### config.mk
export PLATFORM = sky130hd
export DESIGN_NAME = wb_reg_slave
export DESIGN_NICKNAME = d
export VERILOG_FILES = /design/src/rtl/wb_reg_slave_pkg.sv /design/src/rtl/wb_reg_array.sv /design/src/rtl/wb_reg_slave.sv
export SDC_FILE = /design/constraint.sdc
export NUM_CORES = 1
export LEC_CHECK = 0
export ABC_AREA = 1
export BUFFER_PORTS_ARGS = -buffer_cell sky130_fd_sc_hd__buf_4
export CELL_PAD_IN_SITES_DETAIL_PLACEMENT = 0
export CELL_PAD_IN_SITES_GLOBAL_PLACEMENT = 1
export CORE_AREA = 5 5 283 285
export DETAILED_ROUTE_END_ITERATION = 6
export DIE_AREA = 0 0 288 290
export PLACE_DENSITY = 0.75
export SLEW_MARGIN = 5
export SYNTH_ARGS = -nofsm -noshare
export SYNTH_HDL_FRONTEND = slang
export SYNTH_SLANG_ARGS = --single-unit
### constraint.sdc
create_clock -name clk -period 2.5 [get_ports clk]
set_clock_uncertainty 0.15 [all_clocks]
set_input_delay 0.125 -clock clk [delete_from_list [all_inputs] [get_ports clk]]
set_output_delay 0.125 -clock clk [all_outputs]
set_load 0.01 [all_outputs]
### src/rtl/wb_reg_slave_pkg.sv
// Shared types and sizing helpers for the Wishbone register slave.
package wb_reg_slave_pkg;

    typedef enum logic [1:0] {
        StIdle = 2'd0,
        StWait = 2'd1,
        StAck  = 2'd2
    } state_e;

    localparam int unsigned WAIT_CNT_W  = 3;
    localparam int unsigned WRITE_CNT_W = 16;

    function automatic int unsigned idx_width(input int unsigned count);
        return (count > 1) ? $clog2(count) : 1;
    endfunction

endpackage

### src/rtl/wb_reg_array.sv
// Register file with async-low clear, one write port, one registered read port
// and a per-entry written mask.
module wb_reg_array
    import wb_reg_slave_pkg::*;
#(
    parameter int unsigned DATA_WIDTH = 32,
    parameter int unsigned DATA_COUNT = 16,
    parameter int unsigned IDX_W      = idx_width(DATA_COUNT)
) (
    input  logic                  clk_i,
    input  logic                  rst_ni,
    input  logic                  wr_en_i,
    input  logic [IDX_W-1:0]      wr_idx_i,
    input  logic [DATA_WIDTH-1:0] wr_data_i,
    input  logic                  rd_en_i,
    input  logic                  rd_hit_i,
    input  logic [IDX_W-1:0]      rd_idx_i,
    output logic [DATA_WIDTH-1:0] rd_data_o,
    output logic [DATA_COUNT-1:0] written_o
);

    logic [DATA_WIDTH-1:0] mem_q [DATA_COUNT];
    logic [DATA_COUNT-1:0] written_q;
    logic [DATA_WIDTH-1:0] rd_data_q;

    always_ff @(posedge clk_i or negedge rst_ni) begin
        if (!rst_ni) begin
            for (int i = 0; i < int'(DATA_COUNT); i++) begin
                mem_q[i] <= '0;
            end
            written_q <= '0;
        end else if (wr_en_i) begin
            mem_q[wr_idx_i]     <= wr_data_i;
            written_q[wr_idx_i] <= 1'b1;
        end
    end

    // Out-of-range reads still complete, returning zero.
    always_ff @(posedge clk_i or negedge rst_ni) begin
        if (!rst_ni) begin
            rd_data_q <= '0;
        end else if (rd_en_i) begin
            rd_data_q <= rd_hit_i ? mem_q[rd_idx_i] : '0;
        end
    end

    assign rd_data_o = rd_data_q;
    assign written_o = written_q;

endmodule

### src/rtl/wb_reg_slave.sv
// Wishbone classic slave fronting a register array, with programmable wait
// states and write-progress reporting.
module wb_reg_slave
    import wb_reg_slave_pkg::*;
#(
    parameter int unsigned           ADDR_WIDTH   = 32,
    parameter logic [ADDR_WIDTH-1:0] BASE_ADDRESS = '0,
    parameter int unsigned           DATA_WIDTH   = 32,
    parameter int unsigned           DATA_COUNT   = 16,
    parameter int unsigned           WAIT_STATES  = 1
) (
    input  logic                   clk,
    input  logic                   rst,
    input  logic                   cyc_i,
    input  logic                   stb_i,
    input  logic                   we_i,
    input  logic [ADDR_WIDTH-1:0]  adr_i,
    input  logic [DATA_WIDTH-1:0]  dat_i,
    output logic                   ack_o,
    output logic [DATA_WIDTH-1:0]  dat_o,
    output logic [WRITE_CNT_W-1:0] write_count,
    output logic                   all_written
);

    localparam int unsigned           IDX_W     = idx_width(DATA_COUNT);
    localparam logic [ADDR_WIDTH-1:0] COUNT_A   = ADDR_WIDTH'(DATA_COUNT);
    localparam logic [WAIT_CNT_W-1:0] WAIT_LOAD =
        (WAIT_STATES > 0) ? WAIT_CNT_W'(WAIT_STATES - 1) : '0;

    state_e                 state_q, state_d;
    logic [WAIT_CNT_W-1:0]  wait_cnt_q, wait_cnt_d;
    logic                   req_we_q, req_hit_q;
    logic [IDX_W-1:0]       req_idx_q;
    logic [DATA_WIDTH-1:0]  req_dat_q;
    logic [WRITE_CNT_W-1:0] write_count_q;
    logic                   all_written_q;

    logic [ADDR_WIDTH-1:0]  idx_full;
    logic                   in_range;
    logic                   accept;
    logic                   enter_ack;
    logic                   acc_we, acc_hit;
    logic [IDX_W-1:0]       acc_idx;
    logic [DATA_WIDTH-1:0]  acc_dat;
    logic                   wr_en, rd_en;
    logic [DATA_WIDTH-1:0]  rd_data;
    logic [DATA_COUNT-1:0]  written;

    // idx wraps for addresses below the base; the >= test rejects those.
    assign idx_full = adr_i - BASE_ADDRESS;
    assign in_range = (adr_i >= BASE_ADDRESS) && (idx_full < COUNT_A);
    assign accept   = (state_q == StIdle) && cyc_i && stb_i;

    always_comb begin
        state_d    = state_q;
        wait_cnt_d = wait_cnt_q;
        case (state_q)
            StIdle: begin
                if (cyc_i && stb_i) begin
                    if (WAIT_STATES == 0) begin
                        state_d = StAck;
                    end else begin
                        state_d    = StWait;
                        wait_cnt_d = WAIT_LOAD;
                    end
                end
            end
            StWait: begin
                if (!cyc_i) begin
                    state_d = StIdle;
                end else if (wait_cnt_q == '0) begin
                    state_d = StAck;
                end else begin
                    wait_cnt_d = wait_cnt_q - 1'b1;
                end
            end
            StAck:   state_d = StIdle;
            default: state_d = StIdle;
        endcase
    end

    always_ff @(posedge clk or negedge rst) begin
        if (!rst) begin
            state_q    <= StIdle;
            wait_cnt_q <= '0;
        end else begin
            state_q    <= state_d;
            wait_cnt_q <= wait_cnt_d;
        end
    end

    always_ff @(posedge clk or negedge rst) begin
        if (!rst) begin
            req_we_q  <= 1'b0;
            req_hit_q <= 1'b0;
            req_idx_q <= '0;
            req_dat_q <= '0;
        end else if (accept) begin
            req_we_q  <= we_i;
            req_hit_q <= in_range;
            req_idx_q <= idx_full[IDX_W-1:0];
            req_dat_q <= dat_i;
        end
    end

    // With zero wait states the access happens on the accepting edge, before
    // the request registers are loaded, so use the live bus instead.
    always_comb begin
        acc_we  = req_we_q;
        acc_hit = req_hit_q;
        acc_idx = req_idx_q;
        acc_dat = req_dat_q;
        if (state_q == StIdle) begin
            acc_we  = we_i;
            acc_hit = in_range;
            acc_idx = idx_full[IDX_W-1:0];
            acc_dat = dat_i;
        end
    end

    assign enter_ack = (state_d == StAck) && (state_q != StAck);
    assign wr_en     = enter_ack && acc_we && acc_hit;
    assign rd_en     = enter_ack && !acc_we;

    wb_reg_array #(
        .DATA_WIDTH (DATA_WIDTH),
        .DATA_COUNT (DATA_COUNT),
        .IDX_W      (IDX_W)
    ) u_array (
        .clk_i     (clk),
        .rst_ni    (rst),
        .wr_en_i   (wr_en),
        .wr_idx_i  (acc_idx),
        .wr_data_i (acc_dat),
        .rd_en_i   (rd_en),
        .rd_hit_i  (acc_hit),
        .rd_idx_i  (acc_idx),
        .rd_data_o (rd_data),
        .written_o (written)
    );

    always_ff @(posedge clk or negedge rst) begin
        if (!rst) begin
            write_count_q <= '0;
            all_written_q <= 1'b0;
        end else begin
            if (wr_en && (write_count_q != '1)) begin
                write_count_q <= write_count_q + 1'b1;
            end
            all_written_q <= all_written_q | (&written);
        end
    end

    assign ack_o       = (state_q == StAck);
    assign dat_o       = rd_data;
    assign write_count = write_count_q;
    assign all_written = all_written_q;

endmodule

==> flow_summary.yaml, run 1 <==
status:
  status: "finished clean"
sta:
  finalHoldViolCount: 0
  tightest_slew_ns: 0.641
  setup_viol: 0
  fmax_mhz: 419
  period_share_pct: 95.5
  slew_violations: 0
  worst_slack_ns: 0.112
  grt_setup_unrepaired: "no"
  period_minus_slack_ns: 2.39
  fin_tns_setup_ns: 0
  slew_headroom_pct: 57.3
clocking:
  clk_latency_ns: 0.62
  cts_made_buffers: 75
  clock_sinks: 620
  clock_path_buffers: 3
  cts_tree: "built"
  cts.reportedPaths.clkPinSlew_ns: 0.06
  htreeDepth: 3
  cts_root_buffer: "clkbuf_16"
finish:
  drive_above_1_share_pct: 10.8
  final_util_pct: 53.0
  syn_to_final_growth_pct: 19.0
  layout.cells.non_filler: 6051
  n_antenna_cell: 0
  nets: 5026
min_path:
  holdCritPathClass: "input port to asynchronous set/reset pin"
worst_setup_path:
  worstSetupEndpoint: "u_array.rd_data_o[17]$_DFFE_PN0P_"
  r2r_end: "u_array.rd_data_o[17]$_DFFE_PN0P_"
  crit_type: "flip-flop to flip-flop"
  setup.worst_path.end_class: "flip-flop"
  reg2reg_from: "state_q[0]$_DFF_PN0_"
  critPathRequiredTime_ns: 2.86
  crit_arrival_ns: 2.75
  critPathMaxFanout: 38
  rrSetupSlack_ns: 0.11
  cp-start-kind: "flip-flop"
  critPathLaunch: "state_q[0]$_DFF_PN0_"
  reg2reg_depth: 12
die:
  fp-row-count: 102
  die_h_um: 290
  start_util_pct: 44.6
  die_w_um: 288
  core_sq_um: 77100
  ios: 119
  die_area_sq_um: 83500
power:
  ir_worst_vdd_mv: 0.677
  p_leak_nw: 21.8
  powerDensity_nw_per_um2: 830
drt:
  vias: 32920
  antenna_left: 0
  routed_wl_mm: 128
  drcViolationCount: 0
  drt_pass1_iterations: 6
  wl_per_cell_um: 21.2
  vias_per_cell: 5.44
  dr.first_iter.drc_count: 3170
synth:
  yosys.cell_types.count: 34
  yosysWarnings: 0
  synth_seq_cells: 620
  synth_area_leaders: "dfrtp_1 45%, nand2_1 23%, nand4_1 9.4%"
  async_reset_ff_share_pct: 100
  synthFlopType: "dfrtp_1"
  synth_top_area_share_pct: 45.2
  postSynthAreaPerCell_sq_um: 7.06
  synth_top_cell_by_area: "dfrtp_1"
  synthCells: 4862
  syn_area_sq_um: 34300
  yosysSeqAreaShare_pct: 45.2
  synth-edff-count: 0
  syn-num-nets: 4934
place:
  place_hpwl_mm: 76.6
  dpl.cell_count: 5851
  place.gp.congestion: 0.827
  place_ws_ns: 0.0856
  port_buffers: 118
global_route:
  grt_pass1_wl_mm: 196
  gr-usage-all-layers_pct: 29.9
  grt_pass1_vias: 31904
  overflow: 0
  grt_max_degree: 90
  antenna_found_initial: 0
run:
  drv_cap: 0
[synth_stat cells, drive strengths merged, types with 9 or more instances]
| cell type | number |
|---|---|
| nand4 | 517 |
| clkbuf | 97 |
| a31o | 9 |
| a21oi | 66 |
| inv | 538 |
| nand3 | 283 |
| nand2 | 2117 |
| dfrtp | 620 |
| nand3b | 65 |
| nor2 | 121 |
| o21ai | 94 |
| buf | 306 |
[cell type report]
class                           count  area (sq um)
Timing Repair Buffer              418          4640
Fill cell                        7684         36200
Clock buffer                      117          2250
Multi-Input combinational cell   3301         15000
Sequential cell                   620         15500
Tap cell                         1040          1300
Inverter                          538          2020
Clock inverter                     17           119
[flip-flops by register name (all words and copies together), names as in the netlist, 2 cells and up]
signal             count
wait_cnt_q             3
state_q                2
req_dat_q             32
u_array.rd_data_o     32
write_count           16
u_array.written_o     16
u_array.mem_q        512
req_idx_q              4
[cells by family (layout without fill, tap and decap cells)]
family,Yosys count,count (layout),share of synthesized area (%)
buffers and inverters,941,1090,11.4
AOI/OAI and AO/OA,171,171,2.66
xor gates and xnor gates,14,14,0.357
and+or+nand+nor,3113,3113,40.3
adders and majority gates,3,3,0.109
DFF,620,620,45.2
[report_power, final]
| part | internal, mW | switching [mW] |
|---|---|---|
| registers | 10.3 | 0.120 |
| logic | 3.89 | 8.85 |
| clock network | 6.27 | 4.50 |
[what timing repair did]
item | CTS | global route
buffers inserted | 0 | 3
endpoints found under the setup margin | 0 | 52
gates resized for setup | 0 | 11
hold endpoints to repair | 1030 | 0
hold buffers | 60 | 0
[critical path, stage by stage (launching register included)]
cell     delay, ns
dfrtp_1       0.42
nor2_4        0.08
buf_12        0.15
nand2_8       0.09
buf_12        0.25
buf_4         0.29
nand3_1       0.10
nand2_1       0.14
nand2_1       0.07
a21oi_1       0.30
nor2_1        0.10
nand2_1       0.07
nand2_1       0.05
[per-stage QoR]
step	total power [mW]	hold slack [ns]	instance area [sq um]
floorplan	17.5	-0.321	34300
global placement	22.9	-0.0386	37700
detailed placement	22.9	-0.0415	37700
CTS	33.9	0.0964	40700
global route	35.5	0.123	40900
finish	33.9	0.114	40900
[layout by cell type (no fill, tap or decap), drive strengths merged]
cell type    instances
nand4              517
or2                  1
clkinvlp             2
dlygate4sd3         59
ha                   3
buf                356
clkbuf             120
a21oi               66
nand3              283
xnor2                7
and2                 1
clkinv              13
nor2               121
o22ai                1
o21ai               94
o21a                 1
nand2             2117
nand3b              65
nor3                 5
bufinv               1
dfrtp              620
a31o                 9
nor4                 3
xor2                 7
inv                539
[routing by layer]
layer,wire length (um),global-route usage [%]
met1,54100,40.4
met2,61400,49.5
met3,7830,3.86
met4,4570,10.4
met5,0,0
[worst min path at each step]
stage | start | end | slack (ns)
finish | rst | u_array.mem_q[464]$_DFFE_PN0P_ | 0.11
global route | rst | u_array.mem_q[440]$_DFFE_PN0P_ | 0.12
CTS | rst | u_array.mem_q[474]$_DFFE_PN0P_ | 0.1
detailed placement | rst | u_array.mem_q[446]$_DFFE_PN0P_ | -0.04
global placement | rst | u_array.mem_q[446]$_DFFE_PN0P_ | -0.04
floorplan | rst | all_written$_DFF_PN0_ | -0.32
(Power assumes the default switching activity.)
==> inputs of run 2 (changes only) <==
--- a/config.mk
+++ b/config.mk
@@ -9,11 +9,12 @@
 export BUFFER_PORTS_ARGS = -buffer_cell sky130_fd_sc_hd__buf_4
 export CELL_PAD_IN_SITES_DETAIL_PLACEMENT = 0
 export CELL_PAD_IN_SITES_GLOBAL_PLACEMENT = 1
-export CORE_AREA = 5 5 283 285
+export CORE_AREA = 5 5 266 268
 export DETAILED_ROUTE_END_ITERATION = 6
-export DIE_AREA = 0 0 288 290
+export DIE_AREA = 0 0 271 273
 export PLACE_DENSITY = 0.75
 export SLEW_MARGIN = 5
 export SYNTH_ARGS = -nofsm -noshare
 export SYNTH_HDL_FRONTEND = slang
+export SYNTH_HIERARCHICAL = 1
 export SYNTH_SLANG_ARGS = --single-unit
==> run 2 against run 1 <==
  * The flow now finishes with violations (design-rule violations, negative setup slack)
  * Count of clock-buffer cells in the layout down 11
  * Global-route usage shrank 5.9 points
  * Clock power barely moved
==> flow_summary.yaml, run 2 <==
status:
  status: "finished with violations"
  violations: "design-rule violations, negative setup slack"
sta:
  period_share_pct: 103
  worst_slack_ns: -0.0843
  setup_viol: 73
  fmax_mhz: 387
  slew_violations: 0
  grt_setup_unrepaired: "yes"
  finalHoldViolCount: 0
  tightest_slew_ns: 0.624
  period_minus_slack_ns: 2.58
  fin_tns_setup_ns: -2.95
  hold_ws_ns: 0.109
  slew_headroom_pct: 58.0
worst_setup_path:
  crit_type: "flip-flop to flip-flop"
  rrSetupSlack_ns: -0.08
  setup.worst_path.end_class: "flip-flop"
  worstPathBufferInverterCount: 4
  crit_path_top_delay_cell: "dfrtp_1"
  crit_top_cell: "nand2_2"
  crit_chain: "inv_2, ha_4, nand2_4, nor3b_2, nand2_2, nor2_8, a21boi_4, nand3_2, buf_6, nor3_4, buf_12, clkbuf_16, nand2_2, o21ai_1"
  critPathMaxFanout: 8
  path_delay_family: "simple AND/OR/NAND/NOR gates"
  critPathRequiredTime_ns: 2.88
  cp-start-kind: "flip-flop"
  slowest_delay_ns: 0.38
  crit_arrival_ns: 2.96
drt:
  vias_per_cell: 5.09
  vias: 26149
  drt_pass1_iterations: 7
  routed_wl_mm: 97.0
  drcViolationCount: 1
  wl_per_cell_um: 18.9
  dr.first_iter.drc_count: 2236
  antenna_left: 0
power:
  ir_worst_vdd_mv: 0.435
  powerDensity_nw_per_um2: 787
  power.total_mw: 29.9
  p_leak_nw: 18.5
synth:
  synth_seq_cells: 620
  yosysSeqAreaShare_pct: 51.1
  synth.most_common_cell: "nand2_1"
  synthFlopType: "dfrtp_1"
  yosys-top-cells-count: "1310 x nand2_1, 620 x dfrtp_1, 565 x inv_1, 460 x o21ai_0, 398 x nand3_1"
  syn-num-nets: 4073
  postSynthAreaPerCell_sq_um: 7.58
  synthCells: 4001
  synth_top_cell_by_area: "dfrtp_1"
  synth-edff-count: 0
  synth_top_area_share_pct: 51.1
  synth_area_leaders: "dfrtp_1 51%, nand2_1 16%, o21ai_0 7.6%"
  syn_area_sq_um: 30300
  yosys.cell_types.count: 38
  async_reset_ff_share_pct: 100
  yosysWarnings: 6
place:
  dpl.cell_count: 4903
  place_hpwl_mm: 54.6
  place.gp.congestion: 0.785
  place_area_sq_um: 33400
  port_buffers: 118
finish:
  design_area_sq_um: 37900
  layout_commonest_cell: "nand2_1"
  syn_to_final_growth_pct: 25.0
  nets: 4270
  drive_above_1_share_pct: 16.4
  final_cell_mix: "1192 x nand2_1, 620 x dfrtp_1, 559 x inv_1"
  max_flop_register: "u_array/mem_q"
  nFillCells: 6393
  layout.cells.non_filler: 5137
  n_antenna_cell: 0
  largest_reg_flops: 512
die:
  ios: 119
  fp-row-count: 96
  start_util_pct: 44.6
  core_sq_um: 68100
  die_w_um: 271
  die_h_um: 273
  die_area_sq_um: 74000
global_route:
  top_usage_layer: "met2"
  grt_max_degree: 73
  overflow: 0
  gr-usage-all-layers_pct: 24.0
  grt_use_met1_pct: 34.0
  met2_usage_pct: 39.6
  grt_pass1_vias: 24601
  grt_pass1_wl_mm: 141
  use_met3_pct: 2.76
  antenna_found_initial: 0
clocking:
  clk_latency_ns: 0.61
  htreeDepth: 3
  clock_sinks: 620
  cts_tree: "built"
  clock_path_buffers: 3
  cts_root_buffer: "clkbuf_16"
  cts_made_buffers: 72
  cts.reportedPaths.clkPinSlew_ns: 0.06
run:
  drv_cap: 0
min_path:
  holdCritPathClass: "input port to flip-flop"
==> run 2: cell types whose count changed after synthesis, sizes merged, moves of 9 or more <==
| cell | previous run | this run |
|---|---|---|
| nand2 | 2117 | 1324 |
| o21ai | 94 | 591 |
| nand4 | 517 | 22 |
| nand3 | 283 | 401 |
| buf | 306 | 189 |
| a21oi | 66 | 1 |
| nand3b | 65 | 0 |
| nor2 | 121 | 166 |
| inv | 538 | 573 |
| clkbuf | 97 | 84 |
| a31o | 9 | 0 |
==> run 2: final timing paths <==
kind	from	endpoint	cells past startpoint
min in group asynchronous	rst	req_dat_q[28]$_DFFE_PN0P_	3
max in group asynchronous	rst	u_array/rd_data_o[27]$_DFFE_PN0P_	3
hold / removal	adr_i[6]	write_count[2]$_DFFE_PN0P_	8
hold reg to reg	u_array/written_o[12]$_DFFE_PN0P_	u_array/written_o[12]$_DFFE_PN0P_	2
setup / recovery	wait_cnt_q[0]$_DFFE_PN0P_	u_array/mem_q[325]$_DFFE_PN0P_	14
setup reg to reg	wait_cnt_q[0]$_DFFE_PN0P_	u_array/mem_q[325]$_DFFE_PN0P_	14
==> run 2: area by class of cell <==
class | instances | area [sq um] | area share, %
well taps | 882 | 1100 | 2.91
clock buffers | 106 | 2120 | 5.59
inverters | 573 | 2170 | 5.73
multi-input cells | 2535 | 12000 | 31.7
flip-flops and latches | 620 | 15500 | 40.9
repair buffers | 396 | 4740 | 12.5
clock inverters | 25 | 254 | 0.670
==> run 2: per-layer routing <==
| metal | vias up | share of wire [%] |
|---|---|---|
| li1 | 12807 | - |
| met1 | 12525 | 46 |
| met2 | 699 | 47 |
| met3 | 118 | 4.9 |
| met4 | 0 | 2.3 |
| met5 | - | 0 |
==> run 2: cell families (layout without fill, tap and decap cells) <==
logic type / after synthesis / count (layout) / synth area share (%)
simple gates: 1926 / 1926 / 26.2
buf+inv: 846 / 1100 / 12.0
flops: 620 / 620 / 51.1
compound gates: 595 / 595 / 10.1
xor+xnor: 11 / 11 / 0.318
fa+ha+maj: 3 / 3 / 0.124
==> run 2: timing repair <==
| action | 4_1_cts | 5_1_grt |
|---|---|---|
| resized for setup | 8 | 296 |
| pin swaps | 1 | 11 |
| gates cloned | 1 | 33 |
| setup buffers | 1 | 12 |
| hold endpoints to repair | 759 | 0 |
| endpoints found under the setup margin | 256 | 502 |
| hold buffers | 56 | 0 |
==> run 2: worst register-to-register path: cells and delay by family (launching register included) <==
kind,cells,cell delay (ns)
buf+inv,4,0.65
compound gates,2,0.36
fa+ha+maj,1,0.13
simple gates,7,0.84
flops,1,0.38
==> run 2: where the power goes <==
group          leakage, nW  internal (mW)  switching, mW  total (mW)
registers             7.87           10.3          0.123        10.4
clock network         1.17           6.22           4.37        10.6
logic                 9.41           3.05           5.84        8.89
total                 18.5           19.5           10.3        29.9
==> run 2: stage by stage <==
step | setup slack, ns | util, %
after floorplan | 0.0349 | -
after global placement | -0.0656 | 49.0
after detailed placement | -0.0981 | 49.0
after CTS | 0.00200 | 53.4
after global routing | -0.232 | 55.7
final | -0.0843 | 55.7
